### config.mk
export PLATFORM = sky130hd
export DESIGN_NAME = rr_arb_idx4
export DESIGN_NICKNAME = d
export VERILOG_FILES = /design/src/rtl/rr_arb_idx4.sv
export SDC_FILE = /design/constraint.sdc
export NUM_CORES = 1
export LEC_CHECK = 0
export BUFFER_PORTS_ARGS = -buffer_cell sky130_fd_sc_hd__buf_4
export CAP_MARGIN = 10
export CORE_AREA = 2 2 39 41
export DETAILED_ROUTE_END_ITERATION = 6
export DIE_AREA = 0 0 41 43
export MAX_ROUTING_LAYER = met4
export PLACE_DENSITY = 0.71
export SETUP_SLACK_MARGIN = 0.2
export SYNTH_ARGS = -nofsm -noshare
export SYNTH_HDL_FRONTEND = slang
export SYNTH_SLANG_ARGS = --single-unit
### constraint.sdc
create_clock -name i_clk -period 3.75 [get_ports i_clk]
set_input_delay 1.125 -clock i_clk [delete_from_list [all_inputs] [get_ports i_clk]]
set_output_delay 1.125 -clock i_clk [all_outputs]
set_load 0.005 [all_outputs]
### src/rtl/rr_arb_idx4.sv
// rr_arb_idx4: 4-requester round-robin arbiter with registered grant index/enable for a 2-to-4 one-hot decoder.
// Optional macro ARB_PRIO0_EN: requester 0 wins whenever requesting and does not advance the pointer.
module rr_arb_idx4 #(
   parameter int HOLD_W   = 4,
   parameter int HOLD_MAX = 15
) (
   input  logic              i_clk,
   input  logic              i_rst_n,
   input  logic [3:0]        i_req,
   input  logic              i_release,
   output logic [1:0]        o_grant_idx,
   output logic              o_grant_en,
   output logic [HOLD_W-1:0] o_hold_cnt
);
   localparam logic IDLE  = 1'b0;
   localparam logic GRANT = 1'b1;
   logic              r_state;
   logic [1:0]        r_idx;
   logic [1:0]        r_ptr;
   logic [HOLD_W-1:0] r_cnt;
   logic [3:0]        w_rot;
   logic [1:0]        w_off;
   logic [1:0]        w_win;
   logic [1:0]        w_ptr_nxt;
   logic              w_end;
   // w_rot[k] is the request of requester ptr+k, so the first set bit is the winner offset
   always_comb begin
      w_rot = 4'({i_req, i_req} >> r_ptr);
      w_off = w_rot[0] ? 2'd0 : w_rot[1] ? 2'd1 : w_rot[2] ? 2'd2 : 2'd3;
`ifdef ARB_PRIO0_EN
      w_win     = i_req[0] ? 2'd0 : r_ptr + w_off;
      w_ptr_nxt = (r_idx == 2'd0) ? r_ptr : r_idx + 2'd1;
`else
      w_win     = r_ptr + w_off;
      w_ptr_nxt = r_idx + 2'd1;
`endif
      w_end = i_release | ~i_req[r_idx] | (r_cnt == HOLD_W'(HOLD_MAX));
   end
   always_ff @(posedge i_clk) begin
      if (!i_rst_n) begin
         r_state <= IDLE;
         r_idx   <= 2'd0;
         r_ptr   <= 2'd0;
         r_cnt   <= '0;
      end else if (r_state == IDLE) begin
         if (|i_req) begin
            r_state <= GRANT;
            r_idx   <= w_win;
            r_cnt   <= '0;
         end
      end else if (w_end) begin
         r_state <= IDLE;
         r_cnt   <= '0;
         r_ptr   <= w_ptr_nxt;
      end else begin
         r_cnt <= r_cnt + HOLD_W'(1);
      end
   end
   assign o_grant_en  = r_state;
   assign o_grant_idx = r_idx;
   assign o_hold_cnt  = r_cnt;
endmodule

; Yosys cells after proc, flatten, opt, wreduce, memory -nomap -nowiden
; Cells that the tools add are included.
[word_totals]
reg_bits = 9
input_bits = 7
output_inout_bits = 7
wordCells = 29
[classes]
n_addsub = 3
n_lt_le_gt_ge = 1
eq_ne = 1
shift = 1
n_mux = 11
bitwise = 4
reduce_logical = 4
[op_table]
columns = operator, count
row1 = 4-bit 2-to-1 mux, 3
row2 = 8-bit by 2-bit >> shifter with 3-bit output, 1
row3 = 1-bit 2-to-1 mux, 5
row4 = 4-bit by 1-bit adder with 4-bit output (second input constant), 1
row5 = 4-bit equality test (second input constant), 1
row6 = 2-bit 2-to-1 mux, 2
row7 = 2-bit AND reduction, 2
row8 = 4-bit OR reduction, 1
row9 = 2-bit by 3-bit less-than comparator with 1-bit output (second input constant), 1
row10 = 2-bit by 1-bit adder with 2-bit output (second input constant), 1
row11 = 2-bit adder, 1
row12 = 1-bit binary-select mux with 2-bit select, 1
row13 = 1-bit NOT, 2
row14 = 1-bit bitwise OR, 2
row15 = 2-bit nonzero test, 1

; Logic depth before layout (Yosys ltp)
[depth]
ltp_word = 7
mapped_depth = 7
ltp_nobuf = 7

; Worst setup path after synthesis
; OpenSTA, ideal clock, no wires.
[synth_path]
path_type = input to register
from = input port i_req[1]
to = register r_idx[1] (netlist: o_grant_idx[1])
setup_time_ns = 0.091
t_arrival_ns = 2.332
required_ns = 3.659
setup_slack_ns = 1.327
stages = 7
path_buffers = 0
cell_sequence = inv_1 -> nor3_1 -> a311oi_1 -> o21ai_0 -> ha_1 -> or3_1 -> a311oi_1
[synth_between]
elab_chain_len = 5
elab_cells_between_ends = 7
cone_classes = add/sub: 1 / shift: 1 / mux: 3 / reduce/logical: 2
[synth_rtl]
columns = element, line_no
row1 = from (decl), 9  ; input logic [3:0] i_req,
row2 = 8-bit by 2-bit >> shifter with 3-bit output, 28  ; w_rot = 4'({i_req, i_req} >> r_ptr);
row3 = 1-bit 2-to-1 mux, 29  ; w_off = w_rot[0] ? 2'd0 : w_rot[1] ? 2'd1 : w_rot[2] ? 2'd2 : 2'd3;
row4 = 2-bit 2-to-1 mux (2 in a row), 29
row5 = 2-bit adder, 34  ; w_win = r_ptr + w_off;
row6 = to (signal assigned), 48  ; r_idx <= w_win;
row7 = to (decl), 18  ; logic [1:0] r_idx;
; Several ways; a longest one is shown, not always the timed one.
; A chain may end at the register's enable or synchronous reset.

; Worst setup path in the final report
; Ends and elaborated chain as after synthesis.

==> flow_metrics.env <==
export IMPL_die_area_um2=1760
export IMPL_detailedRoute_firstPassIterationCount=4
export IMPL_cts_path_max_buffers=2
export IMPL_postSynthRegisterBits=9
export IMPL_vias=505
export IMPL_cp_common_cell="a311oi_1"
export IMPL_yosys_cell_count_top_type="dfxtp_1"
export IMPL_cts_repair_resized=0
export IMPL_seq_area_frac_synth_pct=33.2
export IMPL_setup_ws_ns=1.36
export IMPL_category_of_the_most_critical_setup_path="input port to register"
export IMPL_outcome="finished clean"
export IMPL_detail_route_iter0_violations=6
export IMPL_post_cts_setup_driven_buffer_insertion_count=0
export IMPL_worstPathArrival_ns=2.56
export IMPL_layout_min_cycle_time_ns=2.39
export IMPL_synth_yosys_warnings=0
export IMPL_timing_max_cap_violations=0
export IMPL_worst_path_max_delay_cell="or3_1"
export IMPL_synth_top_area_share_pct=33.2
export IMPL_synth_edff_count=0
export IMPL_grt_start_max_net_pins=11
export IMPL_worstPathRequired_ns=3.92
export IMPL_cts_hold_fix_buffers=0
export IMPL_core_area_um2=1380
export IMPL_min_delay_endpoint="o_hold_cnt[1]"
export IMPL_flow_area_growth_from_synthesis_pct=25.1
export IMPL_placement_io_buffers=13
export IMPL_routed_via_density=5.37
export IMPL_worst_setup_hold_path_clk_slew_ns=0.05
export IMPL_synth_ff_type="dfxtp_1"
export IMPL_grt_antenna_before_repair=0
export IMPL_timing_clock_skew_ns=0.00284
export IMPL_reg2reg_setup_slack_ns=1.88
export IMPL_syn_inst=62
export IMPL_critical_path_endpoint_type="register"
export IMPL_grt_pass1_wl_mm=1.84
export IMPL_timing_final_max_slew_violations=0
export IMPL_post_route_cells_drive_above_1_share_pct=24.4
export IMPL_antenna_cells_inserted=0
export IMPL_floorplan_rows=14
export IMPL_synthesized_area_per_cell_um2=8.76
export IMPL_fin_crit_sh_pct=63.8
export IMPL_drt_wirelength_per_cell_um=11.5
export IMPL_timing_setup_tns_ns=0
export IMPL_final_net_count=88
export IMPL_grt_ovfl_total=0
export IMPL_reg2regPathDepth=6
export IMPL_cp_slowest_stage_delay_ns=0.36
export IMPL_cts_tree="yes"
export IMPL_clk_latency_ns=0.26
export IMPL_cp_cell_sequence="buf_4 -> inv_1 -> nor3_1 -> a311oi_1 -> o21ai_0 -> ha_1 -> or3_1 -> a311oi_1"
export IMPL_initial_utilization_pct=39.2
export IMPL_hold_path_startpoint="o_hold_cnt[1]"
export IMPL_antenna_violating_nets_post_route=0
export IMPL_netlist_top_cells_area="dfxtp_1 33%, inv_1 4.8%, a311oi_1 4.8%"
export IMPL_number_of_hold_violations_in_the_final_report=0
export IMPL_netlist_area_um2=543
export IMPL_synthDistinctLibCells=29
export IMPL_timing_critical_path_from_type="input port"
export IMPL_final_design_area_no_fill_um2=679
export IMPL_power_density_nw_per_um2=367
export IMPL_postPlaceCellArea_um2=653
export IMPL_dp_worst_setup_slack_ns=1.10
export IMPL_via_count_of_the_first_global_routing_pass=445
export IMPL_finalWeightedCongestion=0.810
export IMPL_htreeDepth=1
export IMPL_cts_sinks=9
export IMPL_wl_mm=1.08
export IMPL_rsz0062_at_grt="no"
export IMPL_cpLargestDelayFamily="compound AO/OA/AOI/OAI gates"
export IMPL_critical_path_n_buffers_inverters=2
export IMPL_synth_area_leader_cell="dfxtp_1"
export IMPL_whs_path_depth=2
export IMPL_timing_rr_start="r_ptr[0]"
export IMPL_setup_viol=0
export IMPL_grt_total_usage_pct=15.6
export IMPL_postSynthNetCount=71
export IMPL_cell_at_the_root_of_the_clock_tree="clkbuf_4"
export IMPL_detailed_place_hpwl_um=879
export IMPL_ports=14
export IMPL_cellLeakagePower_nw=0.271
export IMPL_worst_tran_pin_value_ns=0.646
export IMPL_ir_worst_vdd_mv=0.153
export IMPL_maximum_clock_frequency_mhz=418
export IMPL_hp_class="register to register"
export IMPL_fraction_of_synthesis_flops_using_an_asynchronous_set_or_reset_pin_pct=0
export IMPL_numCtsBuffers=3
export IMPL_die_w_um=41
export IMPL_drc=0
export IMPL_max_slew_margin_pct=56.6
export IMPL_synth_common_cells="9 x dfxtp_1, 7 x inv_1, 5 x nor2_1"
export IMPL_critical_path_max_fanout=4
export IMPL_worstReg2RegEnd="o_grant_idx[1]"
export IMPL_dieHeight_um=43
-- worst reg2reg max path, stage by stage, from the launching register on --
cell	delay [ns]
dfxtp_1	0.52
nor3_1	0.11
a311oi_1	0.24
o21ai_0	0.11
ha_1	0.19
or3_1	0.36
a311oi_1	0.25
-- registers in the layout, indices dropped and copies added (netlist names) --
name         flops
o_grant_en       1
o_grant_idx      2
o_hold_cnt       4
r_ptr            2
-- cell type report --
| class | instances | area [um2] |
|---|---|---|
| fillers | 132 | 704 |
| well taps | 16 | 20.0 |
| inverters | 7 | 26.3 |
| clock buffers | 4 | 26.3 |
| flip-flops and latches | 9 | 180 |
| repair buffers | 13 | 97.6 |
| multi-input cells | 45 | 329 |
-- worst max path at each step --
stage                   from             end  slack (ns)  depth (start not counted)
CTS                 i_req[1]  o_grant_idx[1]        1.37                          8
global placement    i_req[1]  o_grant_idx[1]        1.12                          8
global route        i_req[1]  o_grant_idx[1]        1.21                          8
detailed placement  i_req[1]  o_grant_idx[1]        1.10                          8
floorplan           i_req[1]  o_grant_idx[1]        1.33                          7
finish              i_req[1]  o_grant_idx[1]        1.36                          8
-- per-layer routing --
layer  track usage [%]  vias to the layer above  part of all wire [%]
met2              22.2                       13                    49
met1              20.1                      227                    47
met5                 -                        -                     0
met4              4.00                        0                     0
met3              6.28                        0                   4.4
li1                  -                      265                     -
-- per-stage QoR --
stage                     hold WS, ns  util, %  total power, W  std cells
after detailed placement        0.493     47.2        0.000180         90
after global routing            0.522     49.1        0.000266         94
after floorplan                 0.469        -        0.000158         62
final                           0.497     49.1        0.000250         94
after global placement          0.477     47.2        0.000179         90
after CTS                       0.501     49.1        0.000253         94
-- power breakdown --
group          internal (W)  switching [W]
Sequential         0.000104      0.0000130
Clock             0.0000408      0.0000312
Combinational     0.0000328      0.0000282
-- cells by family after synthesis --
kind of cell             share of synthesized area, %
AND/OR/NAND/NOR                                  20.5
buffers and inverters                            6.22
adder cells (fa/ha/maj)                          4.61
multiplexers                                     9.91
XOR/XNOR                                         1.61
flip-flops                                       33.2
AO/OA/AOI/OAI                                    24.0
-- cell usage in the layout (no fill, tap or decap), types with 2 or more instances in the layout --
| cell type | instances |
|---|---|
| clkbuf_4 | 3 |
| nor3_1 | 2 |
| a21oi_1 | 2 |
| ha_1 | 2 |
| buf_4 | 13 |
| mux2i_1 | 2 |
| a311oi_1 | 3 |
| o21ai_0 | 4 |
| nand2_1 | 2 |
| nor2_1 | 5 |
| nand3_1 | 3 |
| a211oi_1 | 2 |
| dfxtp_1 | 9 |
| a31oi_1 | 2 |
| inv_1 | 7 |
| nor3b_1 | 2 |
(Power assumes the default switching activity.)
